### src/rtl/ghost_collision.sv
// Collision and lives controller: per-frame bounding-box test of Yoshi against
// three ghosts, with life loss, an invulnerability/blink window and game over.
module ghost_collision #(
  parameter int MAX_Y      = 480,
  parameter int T_W        = 16,
  parameter int MARGIN     = 4,
  parameter int LIVES_INIT = 3,
  parameter int INV_FRAMES = 120
) (
  input  logic       clk,
  input  logic       reset,
  input  logic [9:0] x,
  input  logic [9:0] y,
  input  logic [9:0] y_x,
  input  logic [9:0] y_y,
  input  logic [9:0] g_t_x,
  input  logic [9:0] g_t_y,
  input  logic [9:0] g_b_x,
  input  logic [9:0] g_b_y,
  input  logic [9:0] g_r_x,
  input  logic [9:0] g_r_y,
  input  logic       restart,
  output logic       hit,
  output logic [2:0] hit_src,
  output logic [1:0] lives,
  output logic       invuln,
  output logic       yoshi_visible,
  output logic       game_over
);

  typedef enum logic [1:0] {PLAY, HIT, OVER} state_t;

  localparam logic [10:0] W       = 11'(T_W - MARGIN);
  localparam logic [9:0]  MAX_Y_V = 10'(MAX_Y);
  localparam logic [1:0]  LIVES_V = 2'(LIVES_INIT);
  localparam logic [7:0]  INV_V   = 8'(INV_FRAMES - 1);

  // Zero-extended to 11 bits so a box near the right/bottom edge cannot wrap.
  function automatic logic overlap(input logic [9:0] ax, input logic [9:0] ay,
                                   input logic [9:0] bx, input logic [9:0] by);
    logic [10:0] axe, aye, bxe, bye;
    axe = {1'b0, ax};
    aye = {1'b0, ay};
    bxe = {1'b0, bx};
    bye = {1'b0, by};
    return (axe + W > bxe) && (bxe + W > axe) &&
           (aye + W > bye) && (bye + W > aye);
  endfunction

  state_t      state_q, state_d;
  logic [7:0]  cnt_q, cnt_d;
  logic [1:0]  lives_q, lives_d;
  logic [2:0]  src_q, src_d;
  logic        hit_q, hit_d;
  logic        inv_q, inv_d;
  logic        vis_q, vis_d;
  logic        over_q, over_d;
  logic        tick_lvl_q;
  logic        tick_lvl;
  logic        tick;
  logic [2:0]  ov;

  assign tick_lvl = (x == 10'd0) && (y == MAX_Y_V);
  // Only the first cycle of the tick condition counts if x lingers at 0.
  assign tick     = tick_lvl && !tick_lvl_q;
  assign ov       = {overlap(y_x, y_y, g_r_x, g_r_y),
                     overlap(y_x, y_y, g_b_x, g_b_y),
                     overlap(y_x, y_y, g_t_x, g_t_y)};

  always_comb begin
    state_d = state_q;
    cnt_d   = cnt_q;
    lives_d = lives_q;
    src_d   = src_q;
    hit_d   = 1'b0;
    if (restart) begin
      state_d = PLAY;
      cnt_d   = 8'd0;
      lives_d = LIVES_V;
      src_d   = 3'b000;
    end else if (tick) begin
      case (state_q)
        PLAY: begin
          if (ov != 3'b000) begin
            hit_d = 1'b1;
            src_d = ov;
            if (lives_q > 2'd1) begin
              lives_d = lives_q - 2'd1;
              cnt_d   = INV_V;
              state_d = HIT;
            end else begin
              lives_d = 2'd0;
              state_d = OVER;
            end
          end
        end
        HIT: begin
          if (cnt_q == 8'd0) state_d = PLAY;
          else               cnt_d   = cnt_q - 8'd1;
        end
        OVER:    state_d = OVER;
        default: state_d = PLAY;
      endcase
    end
    inv_d  = (state_d == HIT);
    // Counter bit 3 flips every 8 frames, giving a 16-frame blink period.
    vis_d  = !((state_d == HIT) && cnt_d[3]);
    over_d = (state_d == OVER);
  end

  always_ff @(posedge clk or negedge reset) begin
    if (!reset) begin
      state_q    <= PLAY;
      cnt_q      <= 8'd0;
      lives_q    <= LIVES_V;
      src_q      <= 3'b000;
      hit_q      <= 1'b0;
      inv_q      <= 1'b0;
      vis_q      <= 1'b1;
      over_q     <= 1'b0;
      tick_lvl_q <= 1'b0;
    end else begin
      state_q    <= state_d;
      cnt_q      <= cnt_d;
      lives_q    <= lives_d;
      src_q      <= src_d;
      hit_q      <= hit_d;
      inv_q      <= inv_d;
      vis_q      <= vis_d;
      over_q     <= over_d;
      tick_lvl_q <= tick_lvl;
    end
  end

  assign hit           = hit_q;
  assign hit_src       = src_q;
  assign lives         = lives_q;
  assign invuln        = inv_q;
  assign yoshi_visible = vis_q;
  assign game_over     = over_q;

endmodule
### config.mk
export PLATFORM = sky130hd
export DESIGN_NAME = ghost_collision
export DESIGN_NICKNAME = d
export VERILOG_FILES = /design/src/rtl/ghost_collision.sv
export SDC_FILE = /design/constraint.sdc
export NUM_CORES = 1
export LEC_CHECK = 0
export CAP_MARGIN = 20
export CORE_MARGIN = 1.5
export CORE_UTILIZATION = 50
export CTS_CLUSTER_SIZE = 10
export DETAILED_ROUTE_END_ITERATION = 10
export PLACE_DENSITY = 0.86
export SYNTH_ARGS = -nofsm -noshare
export SYNTH_HDL_FRONTEND = slang
export SYNTH_SLANG_ARGS = --single-unit
### constraint.sdc
create_clock -name clk -period 2.9 [get_ports clk]
set_input_delay 0.58 -clock clk [delete_from_list [all_inputs] [get_ports clk]]
set_output_delay 0.58 -clock clk [all_outputs]
set_load 0.005 [all_outputs]
==> impl_metrics.json, run 1 <==
{
  "syn_nets": 843,
  "syn_area_per_cell_um2": 7.84,
  "die_h_um": 101,
  "die_x_um": 101,
  "grt_usage_pct": 83.3,
  "cts.sinks": 20,
  "clock_path_buffers": 2,
  "place.gp.congestion": 1.00,
  "synth_area_um2": 4830,
  "ys_seq_area_share_pct": 10.4,
  "worstEndpointGrtRepair": "yoshi_visible$_DFF_PN1_/D",
  "start_util_pct": 52.0,
  "status": "stopped before the end",
  "ios": 112,
  "synth_ff_type": "dfrtp_1",
  "root_buffer": "clkbuf_8",
  "synth-edff-count": 0,
  "dp_hpwl_um": 15300,
  "synth_warnings": 0,
  "grt-ovfl-total": 199,
  "grt_max_degree": 21,
  "h-tree-depth": 1,
  "synthArstFlopShare_pct": 100,
  "toolErrorMsg": "[ERROR GRT-0232] Routing congestion too high. Check the congestion heatmap in the GUI.",
  "synth_seq_cells": 20,
  "lastStage": "5_1_grt",
  "endpoint_type": "register input",
  "num_rows": 35,
  "cts_buffers": 3,
  "port-buffer-count": 111,
  "ys_types": 57,
  "synthCells": 616
}
[per-layer routing]
| layer | GRT usage [%] | GRT overflow |
|---|---|---|
| met5 | 20.7 | 0 |
| met4 | 93.1 | 64 |
| met3 | 70.1 | 2 |
| met2 | 102 | 127 |
| met1 | 78.2 | 6 |
[cell families after synthesis]
family	count (synthesis)	share of synthesized area (%)
simple gates	183	21.5
compound gates	141	19.4
fa+ha+maj	124	32.1
buf+inv	100	7.77
xor+xnor	48	8.71
flops	20	10.4
[through the flow]
step                      instances  utilization (%)  cell area, µm²  worst slack [ns]
after floorplan                 616                -            5030            -0.374
after global placement         1019             81.2            7540             -1.13
after detailed placement       1019             81.2            7540             -1.30
after CTS                      1052             89.6            8320            -0.387
[what timing repair did]
| action | CTS |
|---|---|
| resized for setup | 250 |
| setup buffers | 31 |
| endpoints found under the hold margin | 0 |
| hold buffers | 0 |
| endpoints found under the setup margin | 19 |
| pin swaps | 102 |
| cloned | 0 |
[synthesized netlist by cell type, types with 4 or more instances]
master	count	area share, %
ha_1	124	32
a2111oi_0	4	0.73
dfrtp_1	17	8.8
a21oi_1	42	4.4
a21o_1	11	1.7
o21bai_1	4	0.62
nand4_1	17	2.2
nor2_1	27	2.1
nand2_1	19	1.5
nand3_1	21	2.2
clkbuf_1	6	0.47
and3_1	7	0.91
nor4_1	11	1.4
o2111ai_1	11	2.0
o21ai_0	23	2.4
nand3b_1	10	1.6
or3_1	6	0.78
xnor2_1	48	8.7
inv_1	94	7.3
nand2b_1	7	0.91
nor3_1	28	2.9
a211oi_1	14	2.2
or2_2	6	0.78
==> run 2: changes to the inputs <==
Settings changed: CORE_UTILIZATION 50 to 35, CTS_CLUSTER_SIZE 10 to unset, PLACE_DENSITY 0.86 to unset, PLACE_DENSITY_LB_ADDON set to 0.15.
==> impl_metrics.json, run 2 <==
{
  "cts_buffers": 3,
  "grt_usage_pct": 24.1,
  "core_area_um2": 13300,
  "synth_area_um2": 4830,
  "syn_area_per_cell_um2": 7.84,
  "clk_pin_slew_ns": 0.06,
  "root_buffer": "clkbuf_16",
  "fin_crit_ns": 3.32,
  "clk_latency_ns": 0.25,
  "hold_depth": 2,
  "drc": 0,
  "path_class": "input port to flip-flop",
  "largest_register_ffs": 8,
  "drt_iter0_drc": 190,
  "routed-via-count": 5735,
  "first_pass_iters": 6,
  "rsz0062_at_grt": "yes",
  "ys_types": 57,
  "dp_cells": 1089,
  "hold_path_class": "flip-flop to flip-flop",
  "synthTopCellsByArea": "ha_1 32%, dfrtp_1 8.8%, xnor2_1 8.7%",
  "ios": 112,
  "synthMuxAreaShare_pct": 0,
  "grt_pass1_wl_um": 28600,
  "worst_slew_pin_slew_ns": 0.909,
  "finalHoldViolCount": 0,
  "fin_crit_sh_pct": 114,
  "synth-edff-count": 0,
  "dp_hpwl_um": 14800,
  "max_slew_margin_pct": 39.2,
  "fin_hold_ws_ns": 0.496,
  "die_x_um": 120,
  "drv_slew": 0,
  "drive_gt1_share_pct": 39.0,
  "power.leakage_uw": 0.00413,
  "yosys.area_share.adder_pct": 32.1,
  "synth_top_area_share_pct": 32.1,
  "layout_common_cells": "205 x buf_4, 114 x ha_1, 74 x inv_1, 61 x clkdlybuf4s50_1, 40 x xnor2_1",
  "final_net_count": 1163,
  "synth_ff_type": "dfrtp_1",
  "vdd.ir_drop.worst_mv": 0.172,
  "clock_path_buffers": 2,
  "cp.required_ns": 3.07,
  "via_per_inst": 5.16,
  "hold_path_end": "lives[1]$_DFFE_PN1P_",
  "cts.sinks": 20,
  "synth_top_family_by_area": "adder cells",
  "h-tree-depth": 1,
  "start_util_pct": 36.2,
  "ys_top_cells_by_count": "124 x ha_1, 94 x inv_1, 48 x xnor2_1",
  "fin_worst_skew_ns": 0.00211,
  "syn_nets": 843,
  "reg2reg_to": "cnt_q[5]$_DFFE_PN0P_",
  "cap_viol_max_count": 0,
  "yosysTopAreaCell": "ha_1",
  "final_common_cell": "buf_4",
  "syn_to_final_growth_pct": 75.4,
  "num_rows": 42,
  "grt_pass1_vias": 6065,
  "endpoint_kind": "flip-flop",
  "worstSetupStartpointType": "input port",
  "synthXorXnorAreaFrac_pct": 8.71,
  "synth_warnings": 0,
  "antenna_found_initial": 0,
  "grt_max_degree": 21,
  "yosys.area_share.simple_pct": 21.5,
  "final_antenna_net_count": 0,
  "fin_ws_ns": -0.420,
  "largest-register": "cnt_q",
  "hp-start": "lives[1]$_DFFE_PN1P_",
  "grt-ovfl-total": 0,
  "die_h_um": 120,
  "worstPathArrival_ns": 3.49,
  "status": "complete, but fails checks",
  "totalWireLength_um": 17600,
  "r2r_slack_ns": 0.47,
  "cts_tree": "done",
  "dieArea_um2": 14500,
  "power.density_nw_per_um2": 212,
  "setup_viol": 19,
  "ys_seq_area_share_pct": 10.4,
  "post_drt_wl_per_cell_um": 15.9,
  "path_max_fanout": 5,
  "synth_most_common_cell": "ha_1",
  "fin_cells": 1111,
  "violations": "setup timing",
  "diodes": 0,
  "fmax_ghz": 0.301,
  "place.gp.congestion": 0.961,
  "synth_seq_cells": 20,
  "synth_compound_area_share_pct": 19.4,
  "synthCells": 616,
  "synthArstFlopShare_pct": 100,
  "r2r_start": "cnt_q[2]$_DFFE_PN0P_",
  "reg2regPathDepth": 9,
  "port-buffer-count": 111
}
## run 2: cell counts after synthesis
No cell type changed its count.
## run 2: repair_timing
action | CTS | global route
setup buffers | 19 | 1
pin swaps | 88 | 15
hold buffers | 0 | 0
resized for setup | 213 | 19
gates cloned | 1 | 0
setup endpoints to repair | 19 | 19
## run 2: worst max path at each step
stage	from	to	slack (ns)	depth (start not counted)
6_report	g_t_y[8]	yoshi_visible$_DFF_PN1_	-0.42	12
5_1_grt	g_t_y[8]	yoshi_visible$_DFF_PN1_	-0.61	12
4_1_cts	g_r_x[8]	yoshi_visible$_DFF_PN1_	-0.41	12
3_5_place_dp	g_t_y[3]	cnt_q[1]$_DFFE_PN0P_	-1.22	15
3_3_place_gp	g_t_y[3]	cnt_q[4]$_DFFE_PN0P_	-1.17	15
2_1_floorplan	y_x[2]	yoshi_visible$_DFF_PN1_	-0.37	13
## run 2: logic make-up (layout without fill, tap and decap cells)
kind of cell,Yosys count,in the layout
buf+inv,100,419
fa+ha+maj,124,124
simple gates,183,183
xor+xnor,48,48
compound gates,141,141
flops,20,20
## run 2: per-layer routing
metal,global-route usage (%),up-vias,share of wire (%)
met3,1.98,35,3.7
met4,7.13,0,2.8
met1,29.5,2656,42
met5,0,-,0
met2,44.7,138,51
li1,-,2906,-
## run 2: cell type report
cell class	instances	area [µm²]
tap	176	220
inverter	94	362
fill	1175	4880
clock buffer	4	88.8
sequential	20	504
multi-input combinational	496	4660
timing repair buffer	321	2630
## run 2: metrics by stage
step | utilization, % | worst slack (ns) | cell area (µm²) | TNS (ns) | power, µW
floorplan | - | -0.374 | 5030 | -4.75 | 794
global placement | 58.2 | -1.17 | 7770 | -20.27 | 1300
detailed placement | 58.2 | -1.22 | 7770 | -21.14 | 1340
CTS | 62.9 | -0.415 | 8390 | -6.04 | 1770
global route | 63.5 | -0.607 | 8470 | -9.86 | 1930
finish | 63.5 | -0.420 | 8470 | -6.04 | 1800
## run 2: where the power goes
part           switching (µW)  internal, µW
registers            0.000185           279
clock network             107           210
logic                     567           633
total                     673          1120
## run 2: worst max-delay path, stage by stage
cell and delay [ns]:
clkdlybuf4s50_1 0.45, inv_1 0.05, buf_4 0.15, xnor2_1 0.19
ha_1 0.28, a21o_1 0.19, a2111oi_4 0.35, a22oi_2 0.13
and4_4 0.23, nor3_4 0.31, a2bb2oi_2 0.20, or3b_1 0.37
(Power assumes the default switching activity.)
==> run 3: changes to the inputs <==
--- a/config.mk
+++ b/config.mk
@@ -10,4 +10,5 @@
 export CORE_UTILIZATION = 35
 export DETAILED_ROUTE_END_ITERATION = 10
+export GPL_ROUTABILITY_DRIVEN = 0
 export PLACE_DENSITY_LB_ADDON = 0.15
 export SYNTH_ARGS = -nofsm -noshare
==> constraint.sdc (replaced) <==
create_clock -name clk -period 2.9 [get_ports clk]
set_input_delay 0.435 -clock clk [delete_from_list [all_inputs] [get_ports clk]]
set_output_delay 0.435 -clock clk [all_outputs]
set_load 0.005 [all_outputs]
==> impl_metrics.json, run 3 (same netlist as run 2, synthesis figures left out) <==
{
  "ios": 112,
  "cts_buffers": 3,
  "clk_latency_ns": 0.26,
  "worst_slew_pin_slew_ns": 0.941,
  "violations": "setup timing",
  "fin_cells": 1108,
  "r2r_slack_ns": 0.40,
  "path_max_fanout": 4,
  "syn_to_final_growth_pct": 78.0,
  "largest_register_ffs": 8,
  "final_common_cell": "buf_4",
  "place_area_um2": 7680,
  "status": "complete, but fails checks",
  "crit_chain": "clkdlybuf4s50_1, inv_1, buf_4, xnor2_1, ha_1, a21o_1, a2111oi_4, a22oi_2, and4_4, nor3_4, a2bb2oi_2, or3b_1",
  "fin_ws_ns": -0.262,
  "diodes": 0,
  "final_antenna_net_count": 0,
  "dieArea_um2": 14500,
  "finalHoldViolCount": 0,
  "die_h_um": 120,
  "clk_pin_slew_ns": 0.06,
  "dp_hpwl_um": 14400,
  "port-buffer-count": 111,
  "grt_pass1_wl_um": 28600,
  "endpoint_kind": "flip-flop",
  "vdd.ir_drop.worst_mv": 0.179,
  "layout_common_cells": "195 x buf_4, 114 x ha_1, 71 x inv_1, 59 x clkdlybuf4s50_1, 39 x xnor2_1",
  "setup_viol": 19,
  "max_slew_margin_pct": 37.1,
  "first_pass_iters": 4,
  "start_util_pct": 36.2,
  "antenna_found_initial": 0,
  "final_core_util_pct": 64.4,
  "clock_path_buffers": 2,
  "fin_hold_ws_ns": 0.495,
  "grt_usage_pct": 24.1,
  "cts.sinks": 20,
  "drv_slew": 0,
  "root_buffer": "clkbuf_16",
  "cp.required_ns": 3.08,
  "h-tree-depth": 1,
  "grt-ovfl-total": 0,
  "cpMaxStageDelayCell": "clkdlybuf4s50_1",
  "totalWireLength_um": 17300,
  "via_per_inst": 5.26,
  "core_area_um2": 13300,
  "hold_path_class": "flip-flop to flip-flop",
  "fmax_ghz": 0.316,
  "rsz0062_at_grt": "yes",
  "routed-via-count": 5824,
  "cts_tree": "done",
  "grt_pass1_vias": 6245,
  "power.leakage_uw": 0.00416,
  "worstPathArrival_ns": 3.34,
  "final_net_count": 1160,
  "num_rows": 42,
  "drt_iter0_drc": 233,
  "fin_worst_skew_ns": 0.00863,
  "fin_crit_ns": 3.16,
  "cap_viol_max_count": 0,
  "die_x_um": 120,
  "post_drt_wl_per_cell_um": 15.6,
  "largest-register": "cnt_q",
  "post-place-ws_ns": -1.12,
  "stdcell_area_um2": 8590,
  "path_class": "input port to flip-flop",
  "worstSetupStartpointType": "input port",
  "power.density_nw_per_um2": 218,
  "drc": 0,
  "grt_max_degree": 21,
  "drive_gt1_share_pct": 40.7,
  "cpPeakStageDelay_ns": 0.45,
  "dp_cells": 1077,
  "fin_crit_sh_pct": 109
}
==> run 3: changes by cell type in the layout (fill, tap and decap cells not counted), sizes merged <==
cell and change:
buf -3, clkdlybuf4s50 -2, bufinv +1, clkdlybuf4s15 +4
dlygate4sd2 -3
==> run 3: metal layers <==
layer	track usage [%]	share of wire [%]
met5	0	0
met2	45.8	52
met3	1.32	3.0
met1	28.4	41
met4	8.38	3.3
==> run 3: cell type report <==
cell class | instances | area [µm²]
clock buffers | 3 | 75.1
flip-flops and latches | 20 | 504
inverters | 94 | 362
well taps | 176 | 220
repair buffers | 318 | 2640
clock inverters | 1 | 30.0
fillers | 1135 | 4750
multi-input cells | 496 | 4760
==> run 3: power breakdown <==
| group | internal, µW | switching (µW) | leakage, µW |
|---|---|---|---|
| clock network | 274 | 108 | 0.0000511 |
| registers | 279 | 0.000192 | 0.000269 |
| logic | 640 | 573 | 0.00384 |
| total | 1190 | 680 | 0.00416 |
==> run 3: what timing repair did <==
item / in CTS / in global routing
hold buffers: 0 / 0
pin swaps: 96 / 18
setup buffers: 23 / 6
resized for setup: 231 / 35
setup endpoints to repair: 19 / 19
==> run 3: critical path: cells and delay by family <==
kind | cells | cell delay (ns)
AO/OA/AOI/OAI | 4 | 0.89
XOR/XNOR | 1 | 0.18
adder cells (fa/ha/maj) | 1 | 0.27
buffers and inverters | 3 | 0.66
AND/OR/NAND/NOR | 3 | 0.89
==> run 3: path summary, 6_finish.rpt <==
path	start	to	cells past startpoint
max	g_t_y[8]	yoshi_visible$_DFF_PN1_	12
min	lives[1]$_DFFE_PN1P_	lives[1]$_DFFE_PN1P_	2
max reg2reg	cnt_q[2]$_DFFE_PN0P_	cnt_q[0]$_DFFE_PN0P_	9
min reg2reg	lives[1]$_DFFE_PN1P_	lives[1]$_DFFE_PN1P_	2
max in group asynchronous	reset	cnt_q[1]$_DFFE_PN0P_	1
min in group asynchronous	reset	cnt_q[2]$_DFFE_PN0P_	1
==> run 3: metrics by stage <==
| step | setup TNS [ns] | total power, µW |
|---|---|---|
| final | -2.84 | 1870 |
| after global routing | -6.06 | 2010 |
| after CTS | -2.19 | 1830 |
| after detailed placement | -18.91 | 1320 |
| after global placement | -18.35 | 1280 |
| after floorplan | -2.09 | 794 |
==> run 4: changes to the inputs <==
Clock period 2.9 ns to 3.3 ns, I/O delays scaled along.
==> impl_metrics.json, run 4 (same netlist as run 2, synthesis figures left out) <==
{
  "status": "completed",
  "power.density_nw_per_um2": 195,
  "grt-ovfl-total": 0,
  "fmax_ghz": 0.311,
  "grt_pass1_wl_um": 27800,
  "via_per_inst": 5.19,
  "reg2reg_to": "cnt_q[6]$_DFFE_PN0P_",
  "ios": 112,
  "hold_path_class": "flip-flop to flip-flop",
  "die_h_um": 120,
  "r2r_start": "cnt_q[2]$_DFFE_PN0P_",
  "grt_pass1_vias": 6035,
  "worstSetupStartpointType": "input port",
  "max_slew_margin_pct": 39.4,
  "worstPathArrival_ns": 3.40,
  "dp_hpwl_um": 14000,
  "cts.sinks": 20,
  "dp_cells": 1080,
  "final_common_cell": "buf_4",
  "vdd.ir_drop.worst_mv": 0.157,
  "worst_slew_pin_slew_ns": 0.905,
  "hp-start": "lives[1]$_DFFE_PN1P_",
  "start_util_pct": 36.2,
  "largest_register_ffs": 8,
  "cts_buffers": 3,
  "root_buffer": "clkbuf_16",
  "endpoint_kind": "flip-flop",
  "grt_max_degree": 21,
  "cts_tree": "done",
  "h-tree-depth": 1,
  "multi_input_area_um2": 4670,
  "drv_slew": 0,
  "die_x_um": 120,
  "cap_viol_max_count": 0,
  "fin_worst_skew_ns": 0.00215,
  "dieArea_um2": 14500,
  "final_net_count": 1157,
  "reg2regPathDepth": 7,
  "largest-register": "cnt_q",
  "totalWireLength_um": 17300,
  "cp.required_ns": 3.48,
  "path_max_fanout": 5,
  "post_drt_wl_per_cell_um": 15.7,
  "fin_hold_ws_ns": 0.498,
  "fin_crit_ns": 3.22,
  "rsz0062_at_grt": "yes",
  "fin_cells": 1105,
  "antenna_found_initial": 0,
  "clk_pin_slew_ns": 0.06,
  "r2r_slack_ns": 0.55,
  "finalHoldViolCount": 0,
  "port-buffer-count": 111,
  "diodes": 0,
  "power.leakage_uw": 0.00413,
  "drc": 0,
  "num_rows": 42,
  "path_class": "input port to flip-flop",
  "setup.worst_path.start": "y_x[3]",
  "core_area_um2": 13300,
  "clk_latency_ns": 0.26,
  "fillers": 1172,
  "setup_viol": 0,
  "layout_common_cells": "196 x buf_4, 114 x ha_1, 72 x inv_1, 58 x clkdlybuf4s50_1, 39 x xnor2_1",
  "syn_to_final_growth_pct": 74.4,
  "final_antenna_net_count": 0,
  "hold_buffers": 0,
  "drive_gt1_share_pct": 39.3,
  "seqCellArea_um2": 504,
  "cp-endpoint": "yoshi_visible$_DFF_PN1_",
  "fin_crit_sh_pct": 97.5,
  "first_pass_iters": 4,
  "routed-via-count": 5738,
  "fin_tns_setup_ns": 0,
  "grt_usage_pct": 23.4,
  "drt_iter0_drc": 191,
  "clock_path_buffers": 2
}
run 4: worst min-delay path by stage:
stage                                end  slack, ns  cells past startpoint
floorplan           cnt_q[0]$_DFFE_PN0P_       0.20                      0
global placement    lives[1]$_DFFE_PN1P_       0.48                      2
detailed placement  lives[1]$_DFFE_PN1P_       0.48                      2
CTS                 lives[1]$_DFFE_PN1P_       0.49                      2
global route        lives[1]$_DFFE_PN1P_       0.51                      2
finish              lives[1]$_DFFE_PN1P_       0.50                      2
run 4: metrics by stage:
stage	power [µW]	area, µm²	util, %	setup WS [ns]
3_3_place_gp	1110	7540	56.5	-0.839
2_1_floorplan	668	4860	-	0.0316
4_1_cts	1600	8310	62.3	0.00305
3_5_place_dp	1140	7540	56.5	-0.872
5_1_grt	1760	8420	63.1	-0.0675
6_report	1640	8420	63.1	0.0829
run 4: worst max-delay path, stage by stage:
cell and delay (ns):
buf_4 0.10, inv_2 0.05, ha_4 0.16, nor3_4 0.20, buf_4 0.17, xnor2_4 0.09, ha_4 0.28, nand4_1 0.14
or2_2 0.32, o32ai_1 0.17, a41oi_1 0.16, and4_4 0.19, nor3_4 0.32, a2bb2oi_2 0.18, or3b_1 0.36
run 4: repair_timing:
item / in CTS / in global routing
setup endpoints to repair: 19 / 16
resized for setup: 246 / 37
setup buffers: 25 / 2
pin swaps: 101 / 22
run 4: area by class of cell:
| class | instances | area share (%) |
|---|---|---|
| Timing Repair Buffer | 315 | 30.5 |
| Clock buffer | 3 | 0.892 |
| Inverter | 94 | 4.22 |
| Tap cell | 176 | 2.62 |
| Sequential cell | 20 | 5.99 |
| Multi-Input combinational cell | 496 | 55.4 |
| Clock inverter | 1 | 0.357 |
run 4: layer usage:
metal	wire, µm	GRT usage [%]	vias to the layer above
met5	0	0	-
met4	254	4.71	0
met3	653	2.31	23
met2	9050	44.8	127
met1	7380	28.2	2697
li1	-	-	2891
run 4: power breakdown:
| part | internal (µW) | switching (µW) | total (µW) |
|---|---|---|---|
| logic | 559 | 500 | 1060 |
| registers | 246 | 0.000157 | 246 |
| clock network | 241 | 95.0 | 336 |
| total | 1050 | 595 | 1640 |
